<file path="src/rtl/sys_bus_pkg.sv">
// Shared system-bus definitions: default widths and bridge FSM states.
// Imported by every bus bridge in the interconnect.
package sys_bus_pkg;

  localparam int SYS_AW = 32;
  localparam int SYS_DW = 32;

  typedef enum logic [1:0] {
    IDLE,
    REQ,
    WAIT,
    RESP
  } state_t;

endpackage

</file>
<file path="src/rtl/sys_bus_cdc.sv">
// Per-slave bus bridge: registers a one-cycle strobe, replays it downstream,
// returns the slave response, isolates on PLL unlock, bounds hung slaves.
module sys_bus_cdc
  import sys_bus_pkg::*;
#(
  parameter int AW      = SYS_AW,
  parameter int DW      = SYS_DW,
  parameter int TIMEOUT = 255
) (
  input  logic          clk,
  input  logic          rst,
  input  logic          pll_locked_i,
  input  logic [AW-1:0] m_addr,
  input  logic [DW-1:0] m_wdata,
  input  logic          m_wen,
  input  logic          m_ren,
  output logic [DW-1:0] m_rdata,
  output logic          m_err,
  output logic          m_ack,
  output logic [AW-1:0] s_addr,
  output logic [DW-1:0] s_wdata,
  output logic          s_wen,
  output logic          s_ren,
  input  logic [DW-1:0] s_rdata,
  input  logic          s_err,
  input  logic          s_ack
);

  localparam int CW = $clog2(TIMEOUT + 1);
  localparam logic [CW-1:0] CNT_MAX = CW'(TIMEOUT - 1);

  state_t        state_q, state_d;
  logic [CW-1:0] cnt_q, cnt_d;
  logic          wr_q, wr_d;
  logic          accept;

  logic [AW-1:0] s_addr_d;
  logic [DW-1:0] s_wdata_d, m_rdata_d;
  logic          s_wen_d, s_ren_d;
  logic          m_ack_d, m_err_d;

  assign accept = m_wen | m_ren;

  always_ff @(posedge clk) begin
    if (rst) begin
      state_q <= IDLE;
      cnt_q   <= '0;
      wr_q    <= 1'b0;
    end else begin
      state_q <= state_d;
      cnt_q   <= cnt_d;
      wr_q    <= wr_d;
    end
  end

  // s_ack wins over both abort and timeout in the same cycle
  always_comb begin
    state_d = state_q;
    unique case (state_q)
      IDLE: begin
        if (accept)
          state_d = pll_locked_i ? REQ : RESP;
      end
      REQ: begin
        if (s_ack || !pll_locked_i)
          state_d = RESP;
        else
          state_d = WAIT;
      end
      WAIT: begin
        if (s_ack || !pll_locked_i)
          state_d = RESP;
        else if (cnt_q == CNT_MAX)
          state_d = RESP;
      end
      RESP:    state_d = IDLE;
      default: state_d = IDLE;
    endcase
  end

  always_comb begin
    cnt_d     = cnt_q;
    wr_d      = wr_q;
    s_addr_d  = s_addr;
    s_wdata_d = s_wdata;
    s_wen_d   = 1'b0;
    s_ren_d   = 1'b0;
    m_ack_d   = 1'b0;
    m_rdata_d = m_rdata;
    m_err_d   = m_err;
    unique case (state_q)
      IDLE: begin
        if (accept) begin
          wr_d = m_wen;
          if (pll_locked_i) begin
            s_addr_d  = m_addr;
            s_wdata_d = m_wdata;
            s_wen_d   = m_wen;
            s_ren_d   = ~m_wen;
          end else begin
            m_ack_d   = 1'b1;
            m_err_d   = 1'b1;
            m_rdata_d = '0;
          end
        end
      end
      REQ, WAIT: begin
        cnt_d = (state_q == REQ) ? '0 : cnt_q + CW'(1);
        if (state_d == RESP) begin
          m_ack_d = 1'b1;
          if (s_ack) begin
            m_err_d   = s_err;
            m_rdata_d = wr_q ? '0 : s_rdata;
          end else begin
            m_err_d   = 1'b1;
            m_rdata_d = '0;
          end
        end
      end
      default: begin
      end
    endcase
  end

  always_ff @(posedge clk) begin
    if (rst) begin
      s_addr  <= '0;
      s_wdata <= '0;
      s_wen   <= 1'b0;
      s_ren   <= 1'b0;
      m_ack   <= 1'b0;
      m_err   <= 1'b0;
      m_rdata <= '0;
    end else begin
      s_addr  <= s_addr_d;
      s_wdata <= s_wdata_d;
      s_wen   <= s_wen_d;
      s_ren   <= s_ren_d;
      m_ack   <= m_ack_d;
      m_err   <= m_err_d;
      m_rdata <= m_rdata_d;
    end
  end

endmodule

</file>
<file path="config.mk">
export PLATFORM = sky130hd
export DESIGN_NAME = sys_bus_cdc
export DESIGN_NICKNAME = d
export VERILOG_FILES = /design/src/rtl/sys_bus_pkg.sv /design/src/rtl/sys_bus_cdc.sv
export SDC_FILE = /design/constraint.sdc
export NUM_CORES = 1
export LEC_CHECK = 0
export CAP_MARGIN = 5
export CORE_MARGIN = 2
export CORE_UTILIZATION = 37
export CTS_CLUSTER_SIZE = 25
export DETAILED_ROUTE_END_ITERATION = 8
export GPL_TIMING_DRIVEN = 0
export PLACE_DENSITY = 0.77
export SETUP_SLACK_MARGIN = 0.5
export SLEW_MARGIN = 20
export SYNTH_ARGS = -nofsm -noshare
export SYNTH_HDL_FRONTEND = slang
export SYNTH_SLANG_ARGS = --single-unit
</file>
<file path="constraint.sdc">
create_clock -name clk -period 1.9 [get_ports clk]
set_input_delay 0.38 -clock clk [delete_from_list [all_inputs] [get_ports clk]]
set_output_delay 0.38 -clock clk [all_outputs]
set_load 0.05 [all_outputs]
</file>
==> After elaboration in Yosys (flattened, before gate mapping) <==
Cells that the tools add are included.
{ "word_totals": {"regBits": 111, "latch_bits": 0, "ramBits": 0, "mem_bits_ro": 0, "wordCells": 55, "n_memories": 0} }
{ "op_classes": {"n_addsub": 1, "mul": 0, "n_div": 0, "magnitude_cmp": 0, "n_eq_ne": 8, "shift": 0, "mux": 22, "n_bitwise": 5, "reduce_logical": 9} }
{ "ops": {"columns": ["operator", "count"], "rows": [
  ["two-way mux 32 bit", 5],
  ["case mux 32 bit (2 select lines)", 1],
  ["adder 8 x 1 -> 8 bit, second input constant", 1],
  ["== test 8 bit, second input constant", 1],
  ["two-way mux 1 bit", 8],
  ["two-way mux 2 bit", 4],
  ["two-way mux 8 bit", 1],
  ["case mux 2 bit (4 select lines)", 1],
  ["== test 2 bit, second input constant", 3],
  ["!= test 2 bit, second input constant", 3],
  ["inverter 1 bit", 4],
  ["case mux 1 bit (2 select lines)", 2],
  ["AND reduction 4 bit", 1],
  ["OR reduction 4 bit", 1],
  ["AND reduction 3 bit", 1],
  ["== test 2 x 1 -> 1 bit, second input constant", 1],
  ["zero test 2 bit", 1],
  ["AND reduction 2 bit", 1],
  ["nonzero test 2 bit", 1],
  ["OR reduction 2 bit", 1],
  ["zero test 1 bit", 1],
  ["logical OR 1 bit", 1],
  ["bitwise OR 1 bit", 1]
]} }

==> Longest topological paths before layout <==
Gate-level depths: netlist of the first run.
{ "logic_depth": {"depth_word": 7, "depth_mapped": 9, "depth_no_buf": 6} }

==> Worst setup path before layout of the first run <==
OpenSTA, ideal clock, no wires.
{ "synth_path": {"path_type": "reg2reg", "from": "register state_q[0]", "to": "register m_rdata[10]", "setup_time_ns": 0.072, "t_arrival_ns": 1.757, "required_time_ns": 1.828, "slack_ns": 0.072, "path_stages_with_launch": 9, "path_buffers": 2, "period_less_slack_ns": 1.828, "path_cell_list": "dfxtp_1 -> inv_1 -> ha_1 -> buf_2 -> nand2_1 -> nor3_1 -> clkbuf_1 -> nand2_1 -> mux2i_1"} }
{ "synth_via": {"elab_chain_cells": 6} }
{ "synth_rtl": {"columns": ["item", "line_no", "rtl"], "rows": [
  ["start: declaration", "sys_bus_cdc.sv:32", "state_t state_q, state_d;"],
  ["start signal: assignment", "sys_bus_cdc.sv:50", "state_q <= state_d;"],
  ["two-way mux 2 bit", "sys_bus_cdc.sv:73", "else if (cnt_q == CNT_MAX)"],
  ["two-way mux 2 bit", "sys_bus_cdc.sv:71", "if (s_ack || !pll_locked_i)"],
  ["case mux 2 bit (4 select lines)", "sys_bus_cdc.sv:59", "unique case (state_q)"],
  ["== test 2 bit", "sys_bus_cdc.sv:109", "if (state_d == RESP) begin"],
  ["!= test 2 bit (no line)", null, null],
  ["AND reduction 4 bit (no line)", null, null],
  ["end signal: assignment", "sys_bus_cdc.sv:141", "m_rdata <= m_rdata_d;"],
  ["end: declaration", "sys_bus_cdc.sv:17", "output logic [DW-1:0] m_rdata,"]
]} }
Parallel ways exist; a longest one is shown, timed or not.
A chain may end at the register's enable or synchronous reset.

==> Worst setup path in the final report of the first run <==
{ "layout_path": {"from": "register state_q[0]", "to": "register m_rdata[6]"} }
The elaborated chain is that of the path after synthesis.

==> results of run 1 <==
cell usage after synthesis:
library cell / n / area share (%)
sky130_fd_sc_hd__a21oi_1: 67 / 8.0
sky130_fd_sc_hd__and2_1: 1 / 0.15
sky130_fd_sc_hd__and3_1: 2 / 0.30
sky130_fd_sc_hd__nand3_1: 1 / 0.12
sky130_fd_sc_hd__or3_1: 2 / 0.30
sky130_fd_sc_hd__buf_2: 9 / 1.1
sky130_fd_sc_hd__o311ai_0: 1 / 0.21
sky130_fd_sc_hd__ha_1: 6 / 1.8
sky130_fd_sc_hd__o21ai_0: 6 / 0.71
sky130_fd_sc_hd__a311oi_1: 1 / 0.21
sky130_fd_sc_hd__buf_1: 1 / 0.089
sky130_fd_sc_hd__a221oi_4: 1 / 0.62
sky130_fd_sc_hd__xnor2_1: 1 / 0.21
sky130_fd_sc_hd__a211oi_1: 1 / 0.18
sky130_fd_sc_hd__or3b_1: 1 / 0.21
sky130_fd_sc_hd__a22oi_1: 1 / 0.18
sky130_fd_sc_hd__o221a_1: 1 / 0.27
sky130_fd_sc_hd__a21oi_4: 1 / 0.39
sky130_fd_sc_hd__nand2_1: 200 / 18
sky130_fd_sc_hd__nor3_1: 2 / 0.24
sky130_fd_sc_hd__clkinv_1: 1 / 0.089
sky130_fd_sc_hd__or2_2: 2 / 0.30
sky130_fd_sc_hd__clkbuf_1: 20 / 1.8
sky130_fd_sc_hd__dfxtp_1: 111 / 53
sky130_fd_sc_hd__o21a_1: 1 / 0.18
sky130_fd_sc_hd__buf_6: 3 / 0.80
sky130_fd_sc_hd__inv_1: 4 / 0.36
sky130_fd_sc_hd__nand2b_1: 2 / 0.30
sky130_fd_sc_hd__nor2_1: 12 / 1.1
sky130_fd_sc_hd__mux2i_1: 32 / 7.6
sky130_fd_sc_hd__o41ai_1: 1 / 0.21
sky130_fd_sc_hd__nand4_1: 5 / 0.74
sky130_fd_sc_hd__xor2_1: 4 / 0.83
how the worst min path moves through the flow:
stage | start | to | slack, ps | cells after the start
floorplan | m_wen | s_ren | 460 | 1
global placement | m_rdata[24] | m_rdata[24] | 440 | 2
detailed placement | s_addr[28] | s_addr[28] | 450 | 2
CTS | s_addr[28] | s_addr[28] | 450 | 2
global route | pll_locked_i | m_ack | 480 | 4
finish | pll_locked_i | m_ack | 420 | 4
metrics by stage:
step	setup TNS, ps	setup slack [ps]	cell area (um^2)
after global placement	-20340	-372	6540
after CTS	0	152	7480
after floorplan	0	323	4350
after global routing	0	51.2	8010
final	0	149	8010
after detailed placement	-22590	-389	6540
worst reg2reg max path, cell delays in order, from the launching register on:
cell and delay (ps):
sky130_fd_sc_hd__dfxtp_4 380, sky130_fd_sc_hd__inv_6 50, sky130_fd_sc_hd__ha_4 150, sky130_fd_sc_hd__buf_6 130, sky130_fd_sc_hd__nand2b_4 140, sky130_fd_sc_hd__o21a_1 140, sky130_fd_sc_hd__a21oi_4 170, sky130_fd_sc_hd__buf_12 140
sky130_fd_sc_hd__buf_6 100, sky130_fd_sc_hd__buf_16 110, sky130_fd_sc_hd__mux2i_1 170
power by group through the flow:
stage | clock [uW] | combinational [uW] | sequential (uW)
2_1_floorplan | 0 | 1310 | 3570
3_3_place_gp | 0 | 2980 | 2790
3_5_place_dp | 0 | 3020 | 2810
4_1_cts | 2030 | 4020 | 2800
5_1_grt | 2120 | 4710 | 2870
6_report | 2010 | 4490 | 2850
sequential cells by signal, indices dropped and copies added (netlist names):
name,count
state_q,2
m_ack,1
m_rdata,32
s_addr,32
s_ren,1
s_wen,1
m_err,1
s_wdata,32
cnt_q,8
wr_q,1
kinds of logic after synthesis:
| logic type | share of synthesized area (%) |
|---|---|
| DFF | 52.7 |
| muxes | 7.60 |
| adders and majority gates | 1.78 |
| AOI/OAI and AO/OA | 11.1 |
| buffers and inverters | 4.19 |
| xor gates and xnor gates | 1.04 |
| and+or+nand+nor | 21.5 |
per-layer routing:
layer | up-vias | global-route usage, % | share of wire (%)
li1 | 2160 | - | -
met1 | 2131 | 27.4 | 39
met2 | 163 | 42.0 | 53
met3 | 33 | 5.03 | 5.3
met4 | 0 | 9.25 | 2.7
met5 | - | 0 | 0
repair_timing:
| item | in CTS | in global routing |
|---|---|---|
| hold endpoints to repair | 0 | 0 |
| cloned | 12 | 2 |
| pin swaps | 127 | 32 |
| gates resized for setup | 710 | 129 |
| setup buffers | 21 | 7 |
| endpoints found under the setup margin | 205 | 139 |
final cells by class:
type / count / area [um^2] / area share (%)
Tap cell: 140 / 175 / 2.19
Timing Repair Buffer: 243 / 2190 / 27.4
Sequential cell: 111 / 2230 / 27.8
Clock inverter: 6 / 85.1 / 1.06
Clock buffer: 10 / 229 / 2.86
Inverter: 5 / 26.3 / 0.328
Buffer: 33 / 400 / 5.00
Multi-Input combinational cell: 355 / 2670 / 33.3
==> impl_metrics.csv, run 1 <==
group,metric,value,unit
outcome,status,"completed",
clock_tree,number_of_buffers_between_clock_root_and_the_deepest_sink,2,
setup_path,r2r.worst_path.cells,10,
global_route,first_pass_grt_wire_length,23.6,mm
pwr,vdd.ir_drop.worst,0.000590,V
pwr,combPwrFrac,48.1,%
yosys,post_synth.cell_area_avg,8.36,um^2
min_path,worstHoldPathType,"primary input to register",
setup_path,critical_path_cell_count,10,
placed_design,dpl.hpwl,9.45,mm
layout,final-instance-count-excl-fill,903,
run,cap_viol_max_count,0,
floorplan,ports,203,
routing,avgRoutedWirePerCell,17.6,um
clock_tree,clkTransAtPathRegs,70,ps
setup_path,worst_setup_path_end_kind,"register",
yosys,synthesis.instances,504,
global_route,grt_start_max_net_pins,18,
yosys,synth-warning-count,0,
layout,syn_to_final_growth,90.1,%
setup_path,start_kind,"register",
global_route,aggregate_global_route_resource_usage,23.5,%
clock_tree,tritoncts,"built",
clock_tree,htree_num_levels,3,
setup_path,worst-setup-path-type,"register to register",
timing,timing.max_slew.rel_slack,50.3,%
clock_tree,ctsHoldBuffers,0,
floorplan,rows,38,
setup_path,crit_path_max_fanout,6,
clock_tree,cts_made_buffers,9,
setup_path,setup.reg_to_reg.worst_slack,150,ps
setup_path,worst_path_largest_cell_delay,380,ps
yosys,synth.yosys.seq_area_share,52.7,%
layout,final.fill_count,734,
layout,final_core_util,72.9,%
yosys,flop_and_latch_count_out_of_synthesis,111,
timing,maximum_clock_skew_at_final_layout,5.59,ps
layout,fraction_of_layout_instances_using_a_drive_strength_above_1,44.6,%
global_route,via_count_of_the_first_global_routing_pass,4627,
placed_design,buffer_ports.inserted,201,
global_route,antenna_violations_before_repair,0,
timing,period_minus_slack,1750,ps
layout,commonest_non_fill_non_tap_cell_in_the_layout,"sky130_fd_sc_hd__nand2_1",
routing,route.vias.total,4487,
routing,routed_wirelength,15.9,mm
routing,drt_first_iter_violations,264,
setup_path,crit_slowest_cell,"sky130_fd_sc_hd__dfxtp_4",
floorplan,initial_utilization,38.4,%
pwr,clock_power_share,21.5,%
setup_path,timing.rr.start,"state_q[0]",
setup_path,capture_point_of_the_worst_reg_to_reg_path,"m_rdata[6]",
setup_path,critPathBufInv,5,
pwr,internal-power,5860,uW
yosys,synthesis.nets,613,
setup_path,setup.worst_path.start,"state_q[0]",
yosys,synth_area,4210,um^2
placed_design,gp_congestion,0.818,
timing,finalMaxSlewViolations,0,
pwr,power_switching,3490,uW
clock_tree,cts_sinks,111,
floorplan,die_x,111,um
pwr,finalPower,9350,uW
floorplan,floorplan.core_area,11000,um^2
timing,finalSetupViolations,0,
routing,drc,0,
setup_path,setup.worst_path.end,"m_rdata[6]",
placed_design,dp_cells,845,
clock_tree,clk_latency,350,ps
timing,final-hold-violation-count,0,
routing,drt.antenna.violating_nets,0,
pwr,seq_power_share,30.5,%
pwr,static-leakage-power,0.00333,uW
routing,viasPerCell,4.97,
floorplan,die-area,12300,um^2
timing,hold_slack,421,ps
setup_path,cp_delay_by_family_top,"buffers and inverters",
yosys,number_of_distinct_library_cells_after_synthesis,33,
timing,rsz0062_at_grt,"yes",
clock_tree,clockRootBuffer,"sky130_fd_sc_hd__clkbuf_16",
pwr,netSwitchingFraction,37.3,%
timing,fin_crit_sh,92.2,%
setup_path,worst_ep_required_time,2180,ps
layout,layout_common_cells,"sky130_fd_sc_hd__nand2_1 (124), sky130_fd_sc_hd__dfxtp_1 (109), sky130_fd_sc_hd__clkdlybuf4s50_1 (98)",
setup_path,worstPathCellList,"inv_6 > ha_4 > buf_6 > nand2b_4 > o21a_1 > a21oi_4 > buf_12 > buf_6 > buf_16 > mux2i_1",
floorplan,dieHeight,111,um
layout,antenna_cells,0,
timing,max_clock_freq,0.571,GHz
timing,timing_worst_slew_pin_value,745,ps
routing,drt-pass1-iter-count,4,
setup_path,cp_data_arrival_time,2030,ps
pwr,pwr_density_cell,1170,nW/um^2
setup_path,worst_path_most_repeated_cell,"sky130_fd_sc_hd__buf_6",
layout,finalNetCount,867,
global_route,grt_overflow,0,
(Power assumes the default switching activity.)
==> inputs of run 2 (changes only) <==
--- a/config.mk
+++ b/config.mk
@@ -8,11 +8,12 @@
 export CAP_MARGIN = 5
 export CORE_MARGIN = 2
 export CORE_UTILIZATION = 37
+export CTS_BUF_LIST = sky130_fd_sc_hd__clkbuf_16
 export CTS_CLUSTER_SIZE = 25
 export DETAILED_ROUTE_END_ITERATION = 8
 export GPL_TIMING_DRIVEN = 0
 export PLACE_DENSITY = 0.77
-export SETUP_SLACK_MARGIN = 0.5
+export RECOVER_POWER = 100
 export SLEW_MARGIN = 20
 export SYNTH_ARGS = -nofsm -noshare
 export SYNTH_HDL_FRONTEND = slang
==> impl_metrics.csv, run 2 (synthesis results as in run 1) <==
group,metric,value,unit
outcome,status,"completed",
global_route,grt_start_max_net_pins,17,
placed_design,dp_cells,845,
routing,top_layer_used,"met4",
clock_tree,cts_made_buffers,9,
pwr,static-leakage-power,0.00245,uW
routing,avgRoutedWirePerCell,14.8,um
setup_path,crit_slowest_cell,"sky130_fd_sc_hd__clkdlybuf4s50_1",
global_route,antenna_violations_before_repair,1,
clock_tree,clockRootBuffer,"sky130_fd_sc_hd__clkbuf_16",
placed_design,gp_congestion,0.913,
clock_tree,ctsHoldBuffers,0,
setup_path,start_kind,"register",
setup_path,worst_path_largest_cell_delay,810,ps
setup_path,critPathBufInv,1,
global_route,via_count_of_the_first_global_routing_pass,4201,
routing,routed_wirelength,12.9,mm
timing,timing.max_slew.rel_slack,55.0,%
layout,layout_common_cells,"sky130_fd_sc_hd__nand2_1 (200), sky130_fd_sc_hd__clkdlybuf4s50_1 (139), sky130_fd_sc_hd__dfxtp_1 (109)",
placed_design,dpl.hpwl,9.36,mm
layout,final_core_util,59.9,%
timing,timing_worst_slew_pin_value,678,ps
placed_design,buffer_ports.inserted,201,
floorplan,ports,203,
timing,finalSetupViolations,0,
clock_tree,tritoncts,"built",
floorplan,dieHeight,111,um
clock_tree,clk_latency,340,ps
layout,area_taken_by_multi_input_logic_gates,1860,um^2
routing,met2WireLength,6.30,mm
routing,route.vias.total,4179,
setup_path,crit_path_max_fanout,2,
routing,met3_length,1.07,mm
run,cap_viol_max_count,0,
floorplan,initial_utilization,38.4,%
layout,commonest_non_fill_non_tap_cell_in_the_layout,"sky130_fd_sc_hd__nand2_1",
timing,max_clock_freq,0.535,GHz
global_route,first_pass_grt_wire_length,20.6,mm
layout,final.fill_count,1018,
timing,fin_crit_sh,98.3,%
timing,final-hold-violation-count,0,
routing,drt-pass1-iter-count,4,
setup_path,worst_ep_required_time,1520,ps
clock_tree,number_of_buffers_between_clock_root_and_the_deepest_sink,2,
setup_path,cp_delay_by_family_top,"buffers and inverters",
pwr,vdd.ir_drop.worst,0.000606,V
floorplan,rows,38,
layout,largestRegisters,"m_rdata x32, s_addr x32, s_wdata x32",
routing,wirelength_met1,5.33,mm
layout,finalNetCount,835,
floorplan,die-area,12300,um^2
clock_tree,cts_sinks,111,
layout,fraction_of_layout_instances_using_a_drive_strength_above_1,7.66,%
floorplan,die_x,111,um
routing,drc,0,
setup_path,worst-setup-path-type,"register to output port",
global_route,grt_overflow,0,
min_path,worstHoldPathType,"register to register",
clock_tree,htree_num_levels,3,
timing,maximum_clock_skew_at_final_layout,6.58,ps
pwr,pwr_density_cell,1150,nW/um^2
layout,final-instance-count-excl-fill,872,
floorplan,floorplan.core_area,11000,um^2
timing,period_minus_slack,1870,ps
setup_path,worst_setup_path_end_kind,"output port",
global_route,aggregate_global_route_resource_usage,20.3,%
layout,layout.area.seq,2230,um^2
timing,finalMaxSlewViolations,0,
routing,drt_first_iter_violations,265,
setup_path,worstPathCellList,"clkdlybuf4s50_1",
routing,drt.antenna.violating_nets,0,
clock_tree,clkTransAtPathRegs,60,ps
layout,syn_to_final_growth,56.2,%
setup_path,cp_data_arrival_time,1490,ps
routing,viasPerCell,4.79,
## run 2: changes by cell type in the layout (fill, tap and decap cells not counted), moves of 18 or more
cell,delta
sky130_fd_sc_hd__buf_2,-67
sky130_fd_sc_hd__clkbuf_1,+52
sky130_fd_sc_hd__nand2_4,-66
sky130_fd_sc_hd__clkbuf_4,-18
sky130_fd_sc_hd__clkdlybuf4s50_1,+41
sky130_fd_sc_hd__a21oi_2,-63
sky130_fd_sc_hd__nand2_1,+76
sky130_fd_sc_hd__a21oi_1,+64
## run 2: report_power, final
part	switching [uW]	internal [uW]
registers	158	2600
logic	1890	1270
clock network	798	867
## run 2: area by class of cell
cell class	count	share of cell area (%)
Timing Repair Buffer	211	27.6
Clock inverter	7	0.494
Antenna cell	1	0.0380
Multi-Input combinational cell	355	28.3
Buffer	33	3.29
Inverter	5	0.323
Tap cell	140	2.66
Sequential cell	111	33.9
Clock buffer	9	3.42
## run 2: per-stage QoR
stage                     total power (uW)  instance area (um^2)  setup TNS [ps]  worst slack, ps  hold WS, ps
after detailed placement              5650                  6400          -39870             -505          447
after floorplan                       4690                  4210               0             71.6          459
after CTS                             7670                  6800           -65.5            -18.1          456
after global routing                  7960                  6580           -41.3            -41.3          478
final                                 7580                  6580               0             32.3          452
after global placement                5580                  6400          -33470             -431          441
## run 2: metal layers
| metal | global-route usage, % | up-vias |
|---|---|---|
| met5 | 0 | - |
| met1 | 23.0 | 1920 |
| li1 | - | 2081 |
| met2 | 35.7 | 164 |
| met4 | 6.92 | 0 |
| met3 | 6.83 | 14 |
## run 2: repair_timing
action	CTS	global route
setup buffers	3	4
pin swaps	1	3
cloned	2	1
gates resized for setup	41	83
setup endpoints to repair	101	143
## run 2: final timing paths
| kind | slack [ps] | endpoint | startpoint | cells past startpoint |
|---|---|---|---|---|
| worst max-delay path | 30 | s_wdata[3] | s_wdata[3] | 1 |
| worst min register to register | 450 | s_addr[27] | s_addr[27] | 2 |
| worst min-delay path | 450 | s_addr[27] | s_addr[27] | 2 |
| worst max register to register | 60 | m_rdata[30] | state_q[0] | 7 |
